===== src/rtl/data_cache.sv =====
// Purpose : direct-mapped, write-through, no-write-allocate data cache, one 32-bit word per line.
// Latency : load hit 0 cycles; load miss stalls (cycles to mem_ack) + 1; store stalls until mem_ack, then retires in DONE.
// Backpress: cpu_stall holds the pipeline, which keeps request inputs stable; mem_req holds until mem_ack.
//
// Ports:
//   clk, rst             clock, synchronous active-high reset
//   cpu_req/we/addr      memory-stage access (addr[1:0] ignored)
//   cpu_wdata/be         store data and byte enables (lane aligned)
//   cpu_rdata            full load word; combinational on a load hit, otherwise holds the last hit value
//   cpu_stall            pipeline hold
//   mem_req/we/addr      registered backing-memory request, word aligned
//   mem_wdata/be         registered write data and byte enables
//   mem_rdata/ack        backing-memory read data and one-cycle completion pulse
module data_cache #(
    parameter int DATA_WIDTH  = 32,
    parameter int ADDR_WIDTH  = 32,
    parameter int INDEX_WIDTH = 6
) (
    input  logic                  clk,
    input  logic                  rst,
    input  logic                  cpu_req,
    input  logic                  cpu_we,
    input  logic [ADDR_WIDTH-1:0] cpu_addr,
    input  logic [DATA_WIDTH-1:0] cpu_wdata,
    input  logic [3:0]            cpu_be,
    output logic [DATA_WIDTH-1:0] cpu_rdata,
    output logic                  cpu_stall,
    output logic                  mem_req,
    output logic                  mem_we,
    output logic [ADDR_WIDTH-1:0] mem_addr,
    output logic [DATA_WIDTH-1:0] mem_wdata,
    output logic [3:0]            mem_be,
    input  logic [DATA_WIDTH-1:0] mem_rdata,
    input  logic                  mem_ack
);

    localparam int LINES = 1 << INDEX_WIDTH;
    localparam int TAG_W = ADDR_WIDTH - INDEX_WIDTH - 2;

    typedef enum logic [1:0] {IDLE, FILL, WRITE, DONE} state_t;

    state_t                  state;
    logic [LINES-1:0]        valid;
    logic [TAG_W-1:0]        tagRam  [LINES];
    logic [DATA_WIDTH-1:0]   dataRam [LINES];

    logic [INDEX_WIDTH-1:0]  index;
    logic [TAG_W-1:0]        tag;
    logic                    hit;
    logic                    loadHit;
    logic [DATA_WIDTH-1:0]   lineData;
    logic [DATA_WIDTH-1:0]   mergedData;
    logic [DATA_WIDTH-1:0]   rdataHold;

    logic                    memReq;
    logic                    memWe;
    logic [ADDR_WIDTH-1:0]   memAddr;
    logic [DATA_WIDTH-1:0]   memWdata;
    logic [3:0]              memBe;

    // Byte offset bits never select anything in a one-word-per-line cache.
    logic unusedOffset;
    assign unusedOffset = ^cpu_addr[1:0];

    assign index    = cpu_addr[INDEX_WIDTH+1:2];
    assign tag      = cpu_addr[ADDR_WIDTH-1:INDEX_WIDTH+2];
    assign lineData = dataRam[index];
    assign hit      = valid[index] && (tagRam[index] == tag);
    assign loadHit  = (state == IDLE) && cpu_req && !cpu_we && hit;

    // Load hits bypass the hold register so they return in the same cycle;
    // mem_rdata only reaches cpu_rdata through dataRam, never combinationally.
    assign cpu_rdata = loadHit ? lineData : rdataHold;

    assign mem_req   = memReq;
    assign mem_we    = memWe;
    assign mem_addr  = memAddr;
    assign mem_wdata = memWdata;
    assign mem_be    = memBe;

    always_comb begin
        cpu_stall = 1'b0;
        unique case (state)
            IDLE:  cpu_stall = cpu_req && (cpu_we || !hit);
            FILL:  cpu_stall = 1'b1;
            WRITE: cpu_stall = 1'b1;
            DONE:  cpu_stall = 1'b0;
        endcase
    end

    // Store-hit merge: only enabled byte lanes take the new data.
    always_comb begin
        mergedData = lineData;
        for (int b = 0; b < 4; b++) begin
            if (cpu_be[b]) begin
                mergedData[8*b +: 8] = cpu_wdata[8*b +: 8];
            end
        end
    end

    // Control, valid bits and registered memory-side request.
    always_ff @(posedge clk) begin
        if (rst) begin
            state     <= IDLE;
            valid     <= '0;
            memReq    <= 1'b0;
            memWe     <= 1'b0;
            memAddr   <= '0;
            memWdata  <= '0;
            memBe     <= '0;
            rdataHold <= '0;
        end else begin
            unique case (state)
                IDLE: begin
                    if (cpu_req) begin
                        memAddr  <= {cpu_addr[ADDR_WIDTH-1:2], 2'b00};
                        memWdata <= cpu_wdata;
                        memBe    <= cpu_be;
                        if (cpu_we) begin
                            state  <= WRITE;
                            memReq <= 1'b1;
                            memWe  <= 1'b1;
                        end else if (!hit) begin
                            state  <= FILL;
                            memReq <= 1'b1;
                            memWe  <= 1'b0;
                        end else begin
                            rdataHold <= lineData;
                        end
                    end
                end
                FILL: begin
                    if (mem_ack) begin
                        valid[index] <= 1'b1;
                        memReq       <= 1'b0;
                        state        <= IDLE;
                    end
                end
                WRITE: begin
                    if (mem_ack) begin
                        memReq <= 1'b0;
                        memWe  <= 1'b0;
                        state  <= DONE;
                    end
                end
                DONE: begin
                    state <= IDLE;
                end
            endcase
        end
    end

    // Tag/data arrays carry no reset; reset only blocks a coincident ack write.
    always_ff @(posedge clk) begin
        if (!rst && mem_ack) begin
            if (state == FILL) begin
                tagRam[index]  <= tag;
                dataRam[index] <= mem_rdata;
            end else if (state == WRITE && hit) begin
                dataRam[index] <= mergedData;
            end
        end
    end

endmodule


===== config.mk =====
export PLATFORM = sky130hd
export DESIGN_NAME = data_cache
export DESIGN_NICKNAME = d
export VERILOG_FILES = /design/src/rtl/data_cache.sv
export SDC_FILE = /design/constraint.sdc
export NUM_CORES = 2
export LEC_CHECK = 0
export ABC_CLOCK_PERIOD_IN_PS = 10700
export CAP_MARGIN = 20
export CORE_MARGIN = 10
export CORE_UTILIZATION = 40
export DETAILED_ROUTE_END_ITERATION = 16
export HOLD_SLACK_MARGIN = 0.05
export SLEW_MARGIN = 20
export SYNTH_ARGS = -nofsm -noshare
export SYNTH_HDL_FRONTEND = slang
export SYNTH_SLANG_ARGS = --single-unit

===== constraint.sdc =====
create_clock -name clk -period 10.7 [get_ports clk]
set_clock_uncertainty 0.05 [all_clocks]
set_input_delay 2.675 -clock clk [delete_from_list [all_inputs] [get_ports clk]]
set_output_delay 2.675 -clock clk [all_outputs]
set_load 0.01 [all_outputs]

# == Word level (Yosys, flattened, before mapping) ==
# Memories as Yosys holds them, arrays and structs flattened.
# Cells that the tools add are included.
# totals
n_memories,2
latch_bits,0
ramBits,3584
ff_bits,166
rom_bits,0
input_bits,105
# mem_list
memory,depth,word_bits,read_ports,rd_clocked_by_memory_dff,write_ports,line,rtl
dataRam,64,32,1,0,1,45,logic [DATA_WIDTH-1:0] dataRam [LINES];
tagRam,64,24,1,0,1,44,logic [TAG_W-1:0] tagRam [LINES];
# classes
add_sub_neg,0
n_div,0
order_cmp,2
mux,33
n_shift,0
bitwise_logic,3
n_eq_ne,9
n_reduce_logical,22
n_mul,0
# ops
operator,count
two-way mux 32 bit,2
OR 64 bit,1
two-way mux 8 bit,4
equality test 24 bit,1
two-way mux 1 bit,16
AND reduction 4 bit,4
two-way mux 2 bit,5
logical AND 1 bit,8
one-hot mux 2 bit (4 select lines),1
< comparator 6 x 7 -> 1 bit (second input constant),1
binary-select mux 1 bit (select 6 bit),1
demux 1 bit (select 6 bit),1
greater-or-equal comparator 6 x 1 -> 1 bit (second input constant),1
inequality test 2 bit (second input constant),3
equality test 2 bit (second input constant),2
one-hot mux 1 bit (2 select lines),2
AND reduction 2 bit,2
nonzero test 2 bit,2
zero test 1 bit,3
inequality test 3 bit (second input constant),1
one-hot mux 1 bit (3 select lines),1
equality test 2 x 1 -> 1 bit (second input constant),1
zero test 2 bit,1
inequality test 2 x 1 -> 1 bit (second input constant),1
4 further kinds,4

# == Logic depth before layout (Yosys ltp) ==
# depth
ltp_word,9
mapped_depth,19
depth_no_buf,10

# == Worst setup path before layout ==
# OpenSTA, ideal clock, no wires.
# synth_timing
path_kind,input port to output port
from,input cpu_addr[3]
to,output cpu_rdata[19]
stages,15
n_path_buf,6
path_slack_ps,2015
arrival_time_ps,5960
cell_sequence,buf_6 buf_6 buf_2 buf_2 buf_2 mux2i_1 o22ai_1 a221oi_1 nand4_1 xor2_1 or4_1 or3_1 buf_6 or4_4 nand2_1
# synth_between
elab_chain_len,5
elab_cells_between_ends,8
# synth_lines
element,line,rtl
"start, declared",23,"input logic [ADDR_WIDTH-1:0] cpu_addr,"
memory (64 x 24 bit) / binary-select mux 1 bit (select 6 bit) (equally long branches),n/a,
equality test 24 bit / two-way mux 1 bit (equally long branches),68,assign hit = valid[index] && (tagRam[index] == tag);
logical AND 1 bit,68,
logical AND 1 bit,69,assign loadHit = (state == IDLE) && cpu_req && !cpu_we && hit;
two-way mux 32 bit (*),73,assign cpu_rdata = loadHit ? lineData : rdataHold;
"end, declared",26,"output logic [DATA_WIDTH-1:0] cpu_rdata,"
# Every way passes the cells marked *; elsewhere a longest branch is shown, timed or not. The select of a mux whose other input is x is not followed.

# == Worst setup path after layout ==
# layout_timing
from,input cpu_addr[2]
to,output cpu_rdata[22]
# The elaborated chain is that of the path after synthesis.

==> summary.txt <==
Critical path
  • Worst Path Arrival: 7.93 ns
  • Worst path buffer plus inverter count: 8
  • Critical Path Source Type: primary input
  • Delay-heaviest family, CP: buffers and inverters
  • Critical path fanouts, max: 42
  • FF-to-FF End: dataRam[1][18]
  • Critical Path Max Stage Delay: 0.51 ns
  • Critical path class: in2out
  • Worst r2r path cells: 16
  • Worst R2R Start: tagRam[47][6]
  • CP required: 7.98 ns
  • R2R Setup Slk: 4.55 ns
  • Critical path depth: 17
  • CP max-delay cell: clkdlybuf4s50_1
  • CP Cell Sequence: buf_12, buf_12, inv_6, buf_4, a211o_1, a31oi_1, a221oi_1, nand4_1, xor2_1, or4_1, buf_4, or3_2, buf_12, buf_4, o31ai_1, nand2_1, clkdlybuf4s50_1
  • Worst setup EP type: primary output

Min path
  • HP Start: mem_addr[6]
  • Hold Path Depth: 2
  • Min-delay worst type: reg2reg
  • Worst hold endpoint: mem_addr[6]

STA
  • Setup violations, final: 0
  • Worst Tran Pin Value: 1.23 ns
  • Tcrit/Tclk final: 99.6%
  • Slew headroom: 18.0%
  • Post-layout minimum cycle time: 10.66 ns
  • RSZ-0062 raised after global routing: false
  • Hold Fails Final Rpt: 0
  • F_max: 93.8 MHz
  • Max Slew Vio Count: 0

Logic synthesis
  • Post-synthesis sequential area ratio: 77.8%
  • Yosys top cell area share: 75.5%
  • Cell with the most instances after synthesis: edfxtp_1
  • Avg Cell Area, Syn: 17.9 um2
  • Number of synthesized flops with an enable pin: 3584
  • Top cells by area, synth: edfxtp_1, mux4_2, a22oi_1
  • #FFs+latches synth: 3750
  • List of most frequent post-synthesis cells: edfxtp_1, a22oi_1, nand2_1
  • Synth Flop Type: edfxtp_1
  • Post-synth cell types: 86
  • Ys Warns: 0
  • Largest area contributor in the synthesized netlist: edfxtp_1
  • Mapped Area: 143000 um2
  • Ys async rst share: 0%
  • Cell count after synthesis: 7953

Pwr
  • Pleak: 52.9 nW
  • Power Dens Cells: 185 nW/um2
  • Peak supply drop: 130 uV

Clocking
  • CTS H-tree lvls: 5
  • Clk sinks: 3750
  • Clock-pin transition on the worst setup and hold timing paths: 0.06 ns
  • Insertion delay to the later sink of the worst-skew pair: 0.90 ns
  • Clock root cell: clkbuf_16
  • CTS Buf Count: 370
  • TritonCTS clock tree: done
  • CTS Hold Buffers Added: 0
  • Clock buffer depth: 4

Global routing
  • Largest net degree at the start of global routing: 98
  • Vias in the first global route: 82300
  • First-pass GRT wire length: 670 mm
  • Initial antenna violation count: 44
  • Overflow after GRT: 0
  • Total Routing Usage GR: 24.7%

Flow run
  • Max Cap Viol: 0

Layout
  • Final Util: 47.0%
  • Area Growth Syn to Fin: 17.2%
  • Fin area: 167000 um2
  • Final net count: 8757
  • Final Non-Filler Cells: 13700
  • Layout cells sized above 1: 20.7%

Floorplanning
  • Die Span X: 617 um
  • Placement row count: 219
  • Initial Utilization: 40.1%
  • Die area: 381000 um2
  • Top-Level Pins: 208
  • Chip height: 617 um
  • Core area: 355000 um2

Status
  • Status: finished clean

Place
  • Routability Congestion: 0.867
  • Dpl hpwl: 295 mm
  • # port buffers: 203
  • Area post-placement: 155000 um2
  • Dpl cells: 13000

Drt
  • Post-Route WL: 491 mm
  • Residual DRC: 0
  • Initial drt markers: 13900
  • 1st-pass router iterations: 8
  • Detail Route Antenna Nets: 0
  • Vias: 86600
  • Vias per inst: 6.32
  • WL per Instance: 35.8 um
[per-stage QoR]
stage / setup TNS, ns / worst slack [ns] / total power (W) / hold WS (ns)
2_1_floorplan: 0 / 2.01 / 0.0173 / 0.398
3_3_place_gp: -19.48 / -0.743 / 0.0184 / 0.394
3_5_place_dp: -21.46 / -0.802 / 0.0184 / 0.398
4_1_cts: 0 / 0.0569 / 0.0310 / 0.406
5_1_grt: 0 / 0.0170 / 0.0316 / 0.430
6_report: 0 / 0.0403 / 0.0309 / 0.404
[state kept, by name, indices dropped and copies added (netlist names)]
signal	flops
rdataHold	32
state	2
mem_we	1
mem_be	4
mem_wdata	32
valid	64
mem_addr	30
tagRam	1536
mem_req	1
dataRam	2048
[per-layer routing]
layer	global-route usage (%)	part of all wire (%)	vias up
li1	-	-	34300
met1	34.1	38	45300
met2	37.5	45	6058
met3	6.97	13	969
met4	8.75	4.1	18
met5	0	0.024	-
[layout make-up]
cell class,count,area (um2)
inverters,74,289
diodes,13,32.5
fillers,29600,188000
clock buffers,461,9800
multi-input cells,3549,29900
well taps,4751,5940
clock inverters,206,1840
repair buffers,903,8410
flip-flops and latches,3750,111000
[tightest hold or removal path: cells and delay by family, from the launching register on]
kind             cells  cell delay [ns]
AO/OA/AOI/OAI        1             0.05
flip-flops           1             0.31
AND/OR/NAND/NOR      1             0.05
[worst max path at each step]
stage	from	to	slack, ns
final	cpu_addr[2]	cpu_rdata[22]	0.04
after global routing	cpu_addr[2]	cpu_rdata[25]	0.02
after CTS	cpu_addr[4]	cpu_rdata[10]	0.06
after detailed placement	cpu_addr[4]	cpu_rdata[22]	-0.80
after global placement	cpu_addr[4]	cpu_rdata[20]	-0.74
after floorplan	cpu_addr[3]	cpu_rdata[19]	2.01
[layout by cell type (no fill, tap or decap), drive strengths merged, types with 21 or more instances in the layout]
cell type / n
a211oi: 80
a21oi: 252
a221o: 37
a221oi: 298
a22o: 151
a22oi: 585
a31oi: 112
a41oi: 27
buf: 730
bufinv: 30
clkbuf: 461
clkdlybuf4s50: 172
clkinv: 149
dfxtp: 166
edfxtp: 3584
inv: 87
mux2: 191
mux2i: 326
mux4: 202
nand2: 352
nand3: 73
nand4: 78
nor2: 175
nor4: 34
o211ai: 21
o21ai: 128
o22ai: 139
o31ai: 32
[kinds of logic after synthesis]
family	Yosys count	share of synthesized area [%]
flops	3750	77.8
simple gates	833	2.75
compound gates	1974	10.1
other cells	1	0.00263
mux	719	6.99
buf+inv	655	2.18
xor+xnor	17	0.104
fa+ha+maj	4	0.0351
[power by group]
| group | internal [W] | switching (W) | leakage [nW] |
|---|---|---|---|
| Combinational | 0.000631 | 0.00143 | 13.6 |
| Clock | 0.00722 | 0.00551 | 5.71 |
| Sequential | 0.0161 | 0.0000238 | 33.5 |
[repair_timing]
item | CTS | global route
endpoints found under the setup margin | 33 | 27
gates cloned | 1 | 0
buffers inserted | 2 | 0
pin swaps | 1 | 1
gates resized for setup | 8 | 12
No activity file was read; power rests on OpenSTA's default activity.
